--- src/rtl/dpll_lock_detector_if.sv ---
// Signal bundle between the DPLL lock monitor and its surroundings.
//
// Handshake: errValid is a one-cycle qualifier for phaseErr (and for the
// locked/dbg_state values that changed with it). There is no ready; the
// consumer must sample phaseErr in the cycle errValid is high. locked,
// refLost and dbg_state are levels and may be sampled at any time.
interface dpll_lock_detector_if #(
  parameter int CNT_W = 16
);
  logic             refIn;
  logic             fbIn;
  logic [CNT_W-1:0] errThreshold;
  logic [CNT_W-1:0] phaseErr;
  logic             errValid;
  logic             locked;
  logic             refLost;
  logic [1:0]       dbg_state;

  // Environment side: drives the clocks under test and the threshold.
  modport master (
    output refIn, fbIn, errThreshold,
    input  phaseErr, errValid, locked, refLost, dbg_state
  );

  // Detector side.
  modport slave (
    input  refIn, fbIn, errThreshold,
    output phaseErr, errValid, locked, refLost, dbg_state
  );
endinterface

--- src/rtl/dpll_lock_detector.sv ---
// Lock-quality monitor for a DPLL with an XOR phase detector. Measures the
// XOR duty error over each reference period, runs a hysteretic lock FSM and
// raises an alarm when the reference stops toggling.
module dpll_lock_detector #(
  parameter int               CNT_W        = 16,
  parameter int               LOCK_COUNT   = 8,
  parameter int               UNLOCK_COUNT = 4,
  parameter logic [CNT_W-1:0] TIMEOUT      = {CNT_W{1'b1}}
) (
  input logic                  clk,
  input logic                  reset,
  dpll_lock_detector_if.slave  bus
);

  localparam int GW = $clog2(LOCK_COUNT + 1);
  localparam int BW = $clog2(UNLOCK_COUNT + 1);

  typedef enum logic [1:0] {
    S_UNLOCKED = 2'd0,
    S_ACQUIRE  = 2'd1,
    S_LOCKED   = 2'd2,
    S_HOLD     = 2'd3
  } state_t;

  // Synchroniser flops; ref has an extra stage for edge detection.
  logic ref_s1, ref_s2, ref_s3;
  logic fb_s1, fb_s2;
  logic ref_rise;
  logic xor_s;

  logic [CNT_W-1:0] period_cnt;
  logic [CNT_W-1:0] xor_cnt;

  logic signed [CNT_W+1:0] diff;
  logic signed [CNT_W+1:0] mag;
  logic [CNT_W-1:0]        err_sat;
  logic                    good;

  state_t           state;
  logic [GW-1:0]    good_cnt;
  logic [BW-1:0]    bad_cnt;
  logic             armed;
  logic [CNT_W-1:0] phase_err;
  logic             err_valid;
  logic             locked;
  logic             ref_lost;

  // Two-flop synchronisers for both inputs, third ref stage for the edge.
  always_ff @(posedge clk or posedge reset) begin
    if (reset) begin
      ref_s1 <= 1'b0;
      ref_s2 <= 1'b0;
      ref_s3 <= 1'b0;
      fb_s1  <= 1'b0;
      fb_s2  <= 1'b0;
    end else begin
      ref_s1 <= bus.refIn;
      ref_s2 <= ref_s1;
      ref_s3 <= ref_s2;
      fb_s1  <= bus.fbIn;
      fb_s2  <= fb_s1;
    end
  end

  // Both paths see the same latency, so relative phase survives the sync.
  assign ref_rise = ref_s2 & ~ref_s3;
  assign xor_s    = ref_s2 ^ fb_s2;

  // Period and XOR-high counters; restart on each reference edge, saturate.
  always_ff @(posedge clk or posedge reset) begin
    if (reset) begin
      period_cnt <= '0;
      xor_cnt    <= '0;
    end else if (ref_rise) begin
      period_cnt <= {{(CNT_W-1){1'b0}}, 1'b1};
      xor_cnt    <= {{(CNT_W-1){1'b0}}, xor_s};
    end else begin
      if (period_cnt != {CNT_W{1'b1}})
        period_cnt <= period_cnt + {{(CNT_W-1){1'b0}}, 1'b1};
      if (xor_cnt != {CNT_W{1'b1}})
        xor_cnt <= xor_cnt + {{(CNT_W-1){1'b0}}, xor_s};
    end
  end

  // |2*xor - period| in two extra bits, then clamp to the output width.
  // The counts sampled on the edge cycle cover exactly one full period.
  assign diff    = $signed({1'b0, xor_cnt, 1'b0}) - $signed({2'b00, period_cnt});
  assign mag     = diff[CNT_W+1] ? -diff : diff;
  assign err_sat = (mag[CNT_W+1:CNT_W] != 2'b00) ? {CNT_W{1'b1}} : mag[CNT_W-1:0];
  assign good    = (err_sat <= bus.errThreshold);

  // Measurement capture, hysteretic lock FSM and reference-loss timeout.
  // The first edge after reset or timeout only arms; a coinciding edge
  // beats the timeout because it proves the reference is still alive.
  always_ff @(posedge clk or posedge reset) begin
    if (reset) begin
      state     <= S_UNLOCKED;
      good_cnt  <= '0;
      bad_cnt   <= '0;
      armed     <= 1'b0;
      phase_err <= '0;
      err_valid <= 1'b0;
      locked    <= 1'b0;
      ref_lost  <= 1'b0;
    end else begin
      err_valid <= 1'b0;
      if (ref_rise) begin
        ref_lost <= 1'b0;
        armed    <= 1'b1;
        if (armed) begin
          err_valid <= 1'b1;
          phase_err <= err_sat;
          case (state)
            S_UNLOCKED: begin
              if (good) begin
                if (LOCK_COUNT == 1) begin
                  state    <= S_LOCKED;
                  locked   <= 1'b1;
                  good_cnt <= '0;
                end else begin
                  state    <= S_ACQUIRE;
                  good_cnt <= GW'(1);
                end
              end
            end
            S_ACQUIRE: begin
              if (good) begin
                if (int'(good_cnt) + 1 >= LOCK_COUNT) begin
                  state    <= S_LOCKED;
                  locked   <= 1'b1;
                  good_cnt <= '0;
                end else begin
                  good_cnt <= good_cnt + GW'(1);
                end
              end else begin
                state    <= S_UNLOCKED;
                good_cnt <= '0;
              end
            end
            S_LOCKED: begin
              if (!good) begin
                if (UNLOCK_COUNT == 1) begin
                  state   <= S_UNLOCKED;
                  locked  <= 1'b0;
                  bad_cnt <= '0;
                end else begin
                  state   <= S_HOLD;
                  bad_cnt <= BW'(1);
                end
              end
            end
            S_HOLD: begin
              if (!good) begin
                if (int'(bad_cnt) + 1 >= UNLOCK_COUNT) begin
                  state   <= S_UNLOCKED;
                  locked  <= 1'b0;
                  bad_cnt <= '0;
                end else begin
                  bad_cnt <= bad_cnt + BW'(1);
                end
              end else begin
                state   <= S_LOCKED;
                bad_cnt <= '0;
              end
            end
            default: begin
              state    <= S_UNLOCKED;
              locked   <= 1'b0;
              good_cnt <= '0;
              bad_cnt  <= '0;
            end
          endcase
        end
      end else if (period_cnt == TIMEOUT) begin
        ref_lost <= 1'b1;
        state    <= S_UNLOCKED;
        locked   <= 1'b0;
        good_cnt <= '0;
        bad_cnt  <= '0;
        armed    <= 1'b0;
      end
    end
  end

  assign bus.phaseErr  = phase_err;
  assign bus.errValid  = err_valid;
  assign bus.locked    = locked;
  assign bus.refLost   = ref_lost;
  assign bus.dbg_state = state;

endmodule

--- src/flat_wrapper.sv ---
// flat-port wrapper written by rule: the top's interface ports become plain ports
module dpll_lock_detector_flat 
#(
  parameter int               CNT_W        = 16,
  parameter int               LOCK_COUNT   = 8,
  parameter int               UNLOCK_COUNT = 4,
  parameter logic [CNT_W-1:0] TIMEOUT      = {CNT_W{1'b1}}
)
  (clk, reset, bus_refIn, bus_fbIn, bus_errThreshold, bus_phaseErr, bus_errValid, bus_locked, bus_refLost, bus_dbg_state);
  dpll_lock_detector_if #(.CNT_W(CNT_W)) bus_i ();
  input logic clk;
  input logic reset;
  input wire logic [$bits(bus_i.refIn)-1:0] bus_refIn;
  input wire logic [$bits(bus_i.fbIn)-1:0] bus_fbIn;
  input wire logic [$bits(bus_i.errThreshold)-1:0] bus_errThreshold;
  output wire logic [$bits(bus_i.phaseErr)-1:0] bus_phaseErr;
  output wire logic [$bits(bus_i.errValid)-1:0] bus_errValid;
  output wire logic [$bits(bus_i.locked)-1:0] bus_locked;
  output wire logic [$bits(bus_i.refLost)-1:0] bus_refLost;
  output wire logic [$bits(bus_i.dbg_state)-1:0] bus_dbg_state;
  assign bus_i.refIn = bus_refIn;
  assign bus_i.fbIn = bus_fbIn;
  assign bus_i.errThreshold = bus_errThreshold;
  assign bus_phaseErr = bus_i.phaseErr;
  assign bus_errValid = bus_i.errValid;
  assign bus_locked = bus_i.locked;
  assign bus_refLost = bus_i.refLost;
  assign bus_dbg_state = bus_i.dbg_state;
  dpll_lock_detector #(.CNT_W(CNT_W), .LOCK_COUNT(LOCK_COUNT), .UNLOCK_COUNT(UNLOCK_COUNT), .TIMEOUT(TIMEOUT)) u_core (.clk(clk), .reset(reset), .bus(bus_i));
endmodule
--- config.mk ---
export PLATFORM = sky130hd
export DESIGN_NAME = dpll_lock_detector_flat
export DESIGN_NICKNAME = d
export VERILOG_FILES = /design/src/rtl/dpll_lock_detector_if.sv /design/src/rtl/dpll_lock_detector.sv /design/src/flat_wrapper.sv
export SDC_FILE = /design/constraint.sdc
export NUM_CORES = 1
export LEC_CHECK = 0
export ABC_AREA = 0
export BUFFER_PORTS_ARGS = -buffer_cell sky130_fd_sc_hd__buf_2
export CAP_MARGIN = 20
export CORE_MARGIN = 2
export CORE_UTILIZATION = 55
export DETAILED_ROUTE_END_ITERATION = 8
export HOLD_SLACK_MARGIN = 0.02
export PLACE_DENSITY = 0.74
export SLEW_MARGIN = 15
export SYNTH_ARGS = -nofsm -noshare
export SYNTH_HDL_FRONTEND = slang
export SYNTH_SLANG_ARGS = --single-unit
export TNS_END_PERCENT = 5
--- constraint.sdc ---
create_clock -name clk -period 6.4 [get_ports clk]
set_input_delay 0 -clock clk [delete_from_list [all_inputs] [get_ports clk]]
set_output_delay 0 -clock clk [all_outputs]
set_load 0.01 [all_outputs]
== Word-level counts from Yosys, hierarchy flattened ==
Cells that the tools add are included.

* Bits in registers: 66
* Logic and storage cells: 100
* Input port bits: 20

* Equal/unequal tests: 18
* Magnitude comparators: 3
* Bitwise gates (word level): 3
* Add/subtract/negate cells: 8
* Muxes and demuxes: 43
* Reductions and logical operators: 10

{| class="wikitable"
|+ Operators with widths
! operator !! number
|-
| $mux 16 || 5
|-
| $ge 32x4->1 const B || 1
|-
| $ge 32x5->1 const B || 1
|-
| $ne 16x16->1 const B || 2
|-
| $ne 3x3->1 const B || 9
|-
| $mux 4 || 6
|-
| $mux 18 || 1
|-
| $mux 2 || 9
|-
| $mux 3 || 6
|-
| $neg 18->18 || 1
|-
| $sub 17x16->18 || 1
|-
| $add 16x1->16 || 1
|-
| $add 16x1->16 const B || 1
|-
| $eq 16x16->1 const B || 1
|-
| $le 16x16->1 || 1
|-
| $mux 1 || 12
|-
| $ne 4x4->1 const B || 2
|-
| $pmux 2 s4 || 1
|-
| $pmux 4 s2 || 1
|-
| $reduce_and 4->1 || 2
|-
| $reduce_bool 2->1 || 4
|-
| $reduce_and 7->1 || 1
|-
| $pmux 3 s2 || 1
|-
| $reduce_and 6->1 || 1
|-
| 13 further kinds || 14
|}

== Logic depth before layout (Yosys ltp) ==
* Depth after elaboration: 10
* Gate-level depth with buffers: 24

== Least setup slack after synthesis ==
Ideal clock, no wire load.

* Path kind: reg-to-reg
* From: reg u_core.period_cnt[0]
* To: reg u_core.good_cnt[0]
* Path slack: 1,130 ps
* Library setup time: 125 ps
* Clock period less this slack: 5,270 ps
* Stages on the path, launching flop included: 22
* Arrival: 5,145 ps
* Path buffers: 1
* Path through: dfrtp_1 -> inv_1 -> fa_1 -> a211oi_1 -> o21ai_1 -> and2_1 -> o311ai_1 -> or3_1 -> nor4b_2 -> and3b_1 -> o21ai_2 -> buf_2 -> nand2_1 -> ha_1 -> a21o_1 -> a21o_1 -> a2111oi_0 -> o21ai_0 -> a22oi_1 -> nor2_1 -> o32ai_1 -> mux2_2

* Cells in the longest elaborated chain, start to end: 10
* Elaborated cells on any way between the ends: 14

{| class="wikitable"
|+ Ends and longest elaborated chain
! what !! RTL line !! source
|-
| start, declared || dpll_lock_detector.sv:31 || <nowiki>logic [CNT_W-1:0] period_cnt;</nowiki>
|-
| start signal, assigned || dpll_lock_detector.sv:75 || <nowiki>period_cnt <= {{(CNT_W-1){1'b0}}, 1'b1};</nowiki>
|-
| start signal, assigned || dpll_lock_detector.sv:79 || <nowiki>period_cnt <= period_cnt + {{(CNT_W-1){1'b0}}, 1'b1};</nowiki>
|-
| $sub 17x16->18 * || dpll_lock_detector.sv:87 || <nowiki>assign diff = $signed({1'b0, xor_cnt, 1'b0}) - $signed({2'b00, period_cnt});</nowiki>
|-
| $neg 18->18 || dpll_lock_detector.sv:88 || <nowiki>assign mag = diff[CNT_W+1] ? -diff : diff;</nowiki>
|-
| $mux 18 * || dpll_lock_detector.sv:88 ||
|-
| $reduce_bool 2->1 || dpll_lock_detector.sv:89 || <nowiki>assign err_sat = (mag[CNT_W+1:CNT_W] != 2'b00) ? {CNT_W{1'b1}} : mag[CNT_W-1:0];</nowiki>
|-
| $mux 16 * || dpll_lock_detector.sv:89 ||
|-
| net u_core.err_sat[9] || dpll_lock_detector.sv:36 || <nowiki>logic [CNT_W-1:0] err_sat;</nowiki>
|-
| $le 16x16->1 * || dpll_lock_detector.sv:90 || <nowiki>assign good = (err_sat <= bus.errThreshold);</nowiki>
|-
| $mux 4 || dpll_lock_detector.sv:127 || <nowiki>if (good) begin</nowiki>
|-
| $pmux 4 s2 || dpll_lock_detector.sv:113 || <nowiki>case (state)</nowiki>
|-
| $mux 4 || dpll_lock_detector.sv:110 || <nowiki>if (armed) begin</nowiki>
|-
| $mux 4 || dpll_lock_detector.sv:107 || <nowiki>if (ref_rise) begin</nowiki>
|-
| end signal, assigned || dpll_lock_detector.sv:133 || <nowiki>good_cnt <= good_cnt + GW'(1);</nowiki>
|-
| end, declared || dpll_lock_detector.sv:40 || <nowiki>logic [GW-1:0] good_cnt;</nowiki>
|}

Mark *: on every way through the listed nets, which the timed path passes. The rest lies on a longest branch. The select of a mux whose other input is x is not followed.
A chain may end at the register's enable or synchronous reset.

== Worst setup path after layout ==
* From: reg u_core.period_cnt[0]
* To: reg u_core.state[1], in the netlist u_core.bus.dbg_state[1]

* Cells in the longest elaborated chain, start to end: 10
* Elaborated cells on any way between the ends: 18

{| class="wikitable"
|+ Ends and longest elaborated chain
! what !! RTL line !! source
|-
| $sub 17x16->18 * || dpll_lock_detector.sv:87 ||
|-
| $neg 18->18 || dpll_lock_detector.sv:88 ||
|-
| $mux 18 * || dpll_lock_detector.sv:88 ||
|-
| $reduce_bool 2->1 || dpll_lock_detector.sv:89 ||
|-
| $mux 16 * || dpll_lock_detector.sv:89 ||
|-
| net u_core.err_sat[9] || dpll_lock_detector.sv:36 ||
|-
| $le 16x16->1 * || dpll_lock_detector.sv:90 ||
|-
| $mux 2, on equally long branches || dpll_lock_detector.sv:153, dpll_lock_detector.sv:127 ||
|-
| $pmux 2 s4 || dpll_lock_detector.sv:113 ||
|-
| $mux 2 || dpll_lock_detector.sv:110 ||
|-
| $mux 2 || dpll_lock_detector.sv:107 ||
|-
| end signal, assigned || dpll_lock_detector.sv:117 || <nowiki>state <= S_LOCKED;</nowiki>
|-
| end signal, assigned || dpll_lock_detector.sv:121 || <nowiki>state <= S_ACQUIRE;</nowiki>
|-
| end signal, assigned || dpll_lock_detector.sv:155 || <nowiki>state <= S_UNLOCKED;</nowiki>
|-
| end, declared || dpll_lock_detector.sv:39 || <nowiki>state_t state;</nowiki>
|}

Marks and branches as above.

==> parameters.txt <==
Parameter                              Value

Worst setup path
  CP endpoint kind    flip-flop
  Arrival time of data at the critical path endpoint    6.07 ns
  Stages on the worst setup path    22
  Critical path data required time    6.65 ns
  Cell with the largest stage delay on the worst path    sky130_fd_sc_hd__o311ai_1
  Family with the most delay on the worst path    compound AO/OA/AOI/OAI gates
  Worst path buffer plus inverter count    2
  Length in cells of the worst reg-to-reg path    22
  Type of the worst setup path    reg -> reg
  Crit-path cells    inv_1 > fa_1 > a211oi_1 > o21ai_1 > and2_1 > o311ai_1 > or3_1 > nor4b_2 > and3b_1 > o21ai_2 > nand2_1 > ha_1 > a21o_1 > a21o_1 > a2111oi_0 > o21ai_0 > a22oi_1 > buf_4 > mux2i_1 > nor2_1 > o21ai_0 > a31o_2
  Worst Path Max Fanout    10
  Type of origin of the critical path    flip-flop
  Longest individual stage delay on the worst path    0.58 ns

Clock network
  Sinks on the clock net    66
  Total CTS buffers    9
  Clock slew at reported path FFs    0.09 ns
  Cell at the root of the clock tree    sky130_fd_sc_hd__clkbuf_8
  TritonCTS clock tree    yes
  Buffer count from post-CTS setup fixing    0
  Clk_lat worst skew    0.36 ns
  H-tree Lvls    3
  Maximum buffer depth of the clock tree    2

GRT
  Global route overflow    0
  Initial antenna violation count    0
  Pin count of the biggest net entering global routing    67
  Overall Global Routing Usage    0.224
  Number of global-route vias before repair    3712
  Global-route wire length before repair    17.5 mm

Detailed routing
  # DRC    0
  Routed length on met1    5.12 mm
  Via density    5.70
  Wire length on met2    4.76 mm
  Highest layer used for signal routing    met4
  Detail Route met3 WL    399 um
  Detailed-route wire length per cell    14.7 um
  DRT Wirelength    10.4 mm
  1st-iter DRT viols    180
  Drt first pass iters    5
  Antenna violation net count after detailed routing    0
  Via count    4052

Synthesis
  Post-synth design cell area    4740 um^2
  Synthesized flop and latch total    66
  Top cell types by occurrence after synthesis    sky130_fd_sc_hd__dfrtp_1 (66), sky130_fd_sc_hd__nor2_1 (61), sky130_fd_sc_hd__nand2_1 (55)
  Fraction of the yosys area taken by sequential cells    0.348
  Unique masters post-synth    58
  Net count of the mapped netlist    624
  Leading cell types by total area after synthesis    sky130_fd_sc_hd__dfrtp_1 (35%), sky130_fd_sc_hd__ha_1 (10%), sky130_fd_sc_hd__xnor2_1 (6.7%), sky130_fd_sc_hd__nor2_1 (4.8%), sky130_fd_sc_hd__nand2_1 (4.4%)
  Main flop type after synthesis    sky130_fd_sc_hd__dfrtp_1
  Average size of a mapped cell    8.39 um^2
  Post-synthesis async set-or-reset flop share    1.00
  Most instantiated library cell after synthesis    sky130_fd_sc_hd__dfrtp_1
  Library cell with the largest summed area after synthesis    sky130_fd_sc_hd__dfrtp_1
  Synth warn    0
  Number of flops mapped to enable cells by yosys    0
  Area share of the largest cell type after synthesis    0.348
  Gate count after technology mapping    565

Placed design
  Pre-CTS setup slack    0.511 ns
  Gpl congestion    0.902
  DP HPWL    7.68 mm
  IO buf count    40

Floorplan
  Die Span X    96.8 um
  Effective utilization at floorplan    0.571
  Height of the chip    96.8 um
  Row count    33
  Area of the die    9380 um^2
  Boundary Pins    41
  Core outline area    8300 um^2

STA
  Max transition margin    0.400
  Final setup skew    0.0167 ns
  F_max    172 MHz
  Final cycle utilization of the critical path    0.910
  Actual transition at the worst max-transition pin    0.895 ns
  Min Tclk post-route    5.82 ns
  Count of pins over their slew limit    0
  Setup total negative slack    0 ns
  Final Hold Fails    0
  Setup ws final    0.578 ns
  Final setup violation count    0
  RSZ-0062 raised after global routing    false

Layout
  Fraction of final layout cells sized beyond drive strength 1    0.116
  Number of nets in the finished design    660
  Layout fillers    700
  Total area of sequential cells    1650 um^2
  Diodes inserted    0
  Multi-input combinational cell area    2820 um^2
  Final core occ    0.631
  Area added between synthesis and finish    10.4%

Status
  Outcome    finished clean

Pwr
  Leakage power    2.35 nW
  VDD IR-drop max    0.282 mV
  Power per standard cell area    604 nW/um^2
  Total power consumption of the routed design    3.16 mW

Worst hold path
  Depth of the worst hold-timing path    2
  Path category of the worst min-delay check    in -> reg

Run
  Max capacitance violation total    0
-- kinds of logic (layout without fill, tap and decap cells) --
logic type                 count (synthesis)  count (layout)  share of synthesized area
and+or+nand+nor                          204             204                      0.205
AOI/OAI and AO/OA                        139             139                      0.191
buffers and inverters                     68             109                     0.0594
DFF                                       66              66                      0.348
xor gates and xnor gates                  46              46                     0.0850
adders and majority gates                 39              39                      0.105
muxes                                      3               3                    0.00660
-- placed cells by master (no fill, tap or decap), types with 3 or more instances in the layout --
cell type,count
sky130_fd_sc_hd__dfrtp_1,66
sky130_fd_sc_hd__nor2_1,61
sky130_fd_sc_hd__nand2_1,55
sky130_fd_sc_hd__inv_1,44
sky130_fd_sc_hd__buf_2,40
sky130_fd_sc_hd__ha_1,38
sky130_fd_sc_hd__xnor2_1,36
sky130_fd_sc_hd__o21ai_0,34
sky130_fd_sc_hd__a21oi_1,25
sky130_fd_sc_hd__a31oi_1,22
sky130_fd_sc_hd__nand3_1,19
sky130_fd_sc_hd__nand4_1,14
sky130_fd_sc_hd__or3_1,11
sky130_fd_sc_hd__a21o_1,10
sky130_fd_sc_hd__nor3_1,10
sky130_fd_sc_hd__xor2_1,10
sky130_fd_sc_hd__clkbuf_8,9
sky130_fd_sc_hd__and3_1,7
sky130_fd_sc_hd__and2_1,7
sky130_fd_sc_hd__o21a_1,7
sky130_fd_sc_hd__a211oi_1,4
sky130_fd_sc_hd__o211ai_1,4
sky130_fd_sc_hd__o31ai_1,4
sky130_fd_sc_hd__nor2b_1,4
sky130_fd_sc_hd__nand2b_1,4
sky130_fd_sc_hd__buf_4,4
sky130_fd_sc_hd__a211o_1,3
sky130_fd_sc_hd__a22oi_1,3
sky130_fd_sc_hd__nor4_1,3
sky130_fd_sc_hd__clkinv_4,3
sky130_fd_sc_hd__dlygate4sd3_1,3
-- metrics by stage --
step                hold slack (ns)  cells  instance area [um^2]
finish                        0.274    711                  5230
global route                  0.264    711                  5230
CTS                           0.263    711                  5230
detailed placement            0.110    692                  4990
global placement              0.108    692                  4990
floorplan                    0.0314    565                  4740
-- worst register-to-register path: cells and delay by family, from the launching register on --
family          cells  cell delay (ns)
compound gates     11             2.95
mux                 1             0.08
flops               1             0.46
simple gates        6             1.06
fa+ha+maj           2             0.81
buf+inv             2             0.38
-- flip-flops by register name, indices dropped and copies added, names as in the netlist --
register              count
u_core.fb_s1              1
u_core.bus.refLost        1
u_core.armed              1
u_core.bus.phaseErr      16
u_core.ref_s3             1
u_core.fb_s2              1
u_core.bus.dbg_state      2
u_core.ref_s2             1
u_core.bus.locked         1
u_core.ref_s1             1
u_core.xor_cnt           16
u_core.good_cnt           4
u_core.bad_cnt            3
u_core.bus.errValid       1
u_core.period_cnt        16
-- area by class of cell --
cell class / count / area share
clock buffer: 9 / 0.0237
clock inverter: 7 / 0.0148
inverter: 46 / 0.0330
multi-input combinational: 431 / 0.538
sequential: 66 / 0.316
tap: 105 / 0.0251
timing repair buffer: 47 / 0.0497
-- worst paths after layout --
| path | slack (ns) | endpoint | from |
|---|---|---|---|
| max in group asynchronous | 5.40 | u_core.xor_cnt[14] | reset |
| min in group asynchronous | 0.44 | u_core.bad_cnt[1] | reset |
| worst max-delay path | 0.58 | u_core.bus.dbg_state[1] | u_core.period_cnt[0] |
| worst min-delay path | 0.27 | u_core.fb_s1 | bus_fbIn |
| worst min register to register | 0.35 | u_core.ref_s2 | u_core.ref_s1 |
| worst max register to register | 0.58 | u_core.bus.dbg_state[1] | u_core.period_cnt[0] |
-- repair_timing --
| action | in CTS | in global routing |
|---|---|---|
| hold buffers | 3 | 0 |
| endpoints found under the hold margin | 68 | 0 |
| endpoints found under the setup margin | 0 | 1 |
| gates resized for setup | 0 | 1 |
-- where the power goes --
part	internal [mW]	total [mW]	switching, mW	leakage (nW)
clock	0.182	0.367	0.184	0.0998
sequential	0.492	0.557	0.0659	0.823
combinational	0.923	2.23	1.31	1.42
total	1.60	3.16	1.56	2.35
-- metal layers --
| layer | global-route usage | vias to the layer above |
|---|---|---|
| li1 | - | 2066 |
| met1 | 0.311 | 1878 |
| met2 | 0.354 | 94 |
| met3 | 0.0412 | 14 |
| met4 | 0.0791 | 0 |
| met5 | 0 | - |
(Power assumes the default switching activity.)
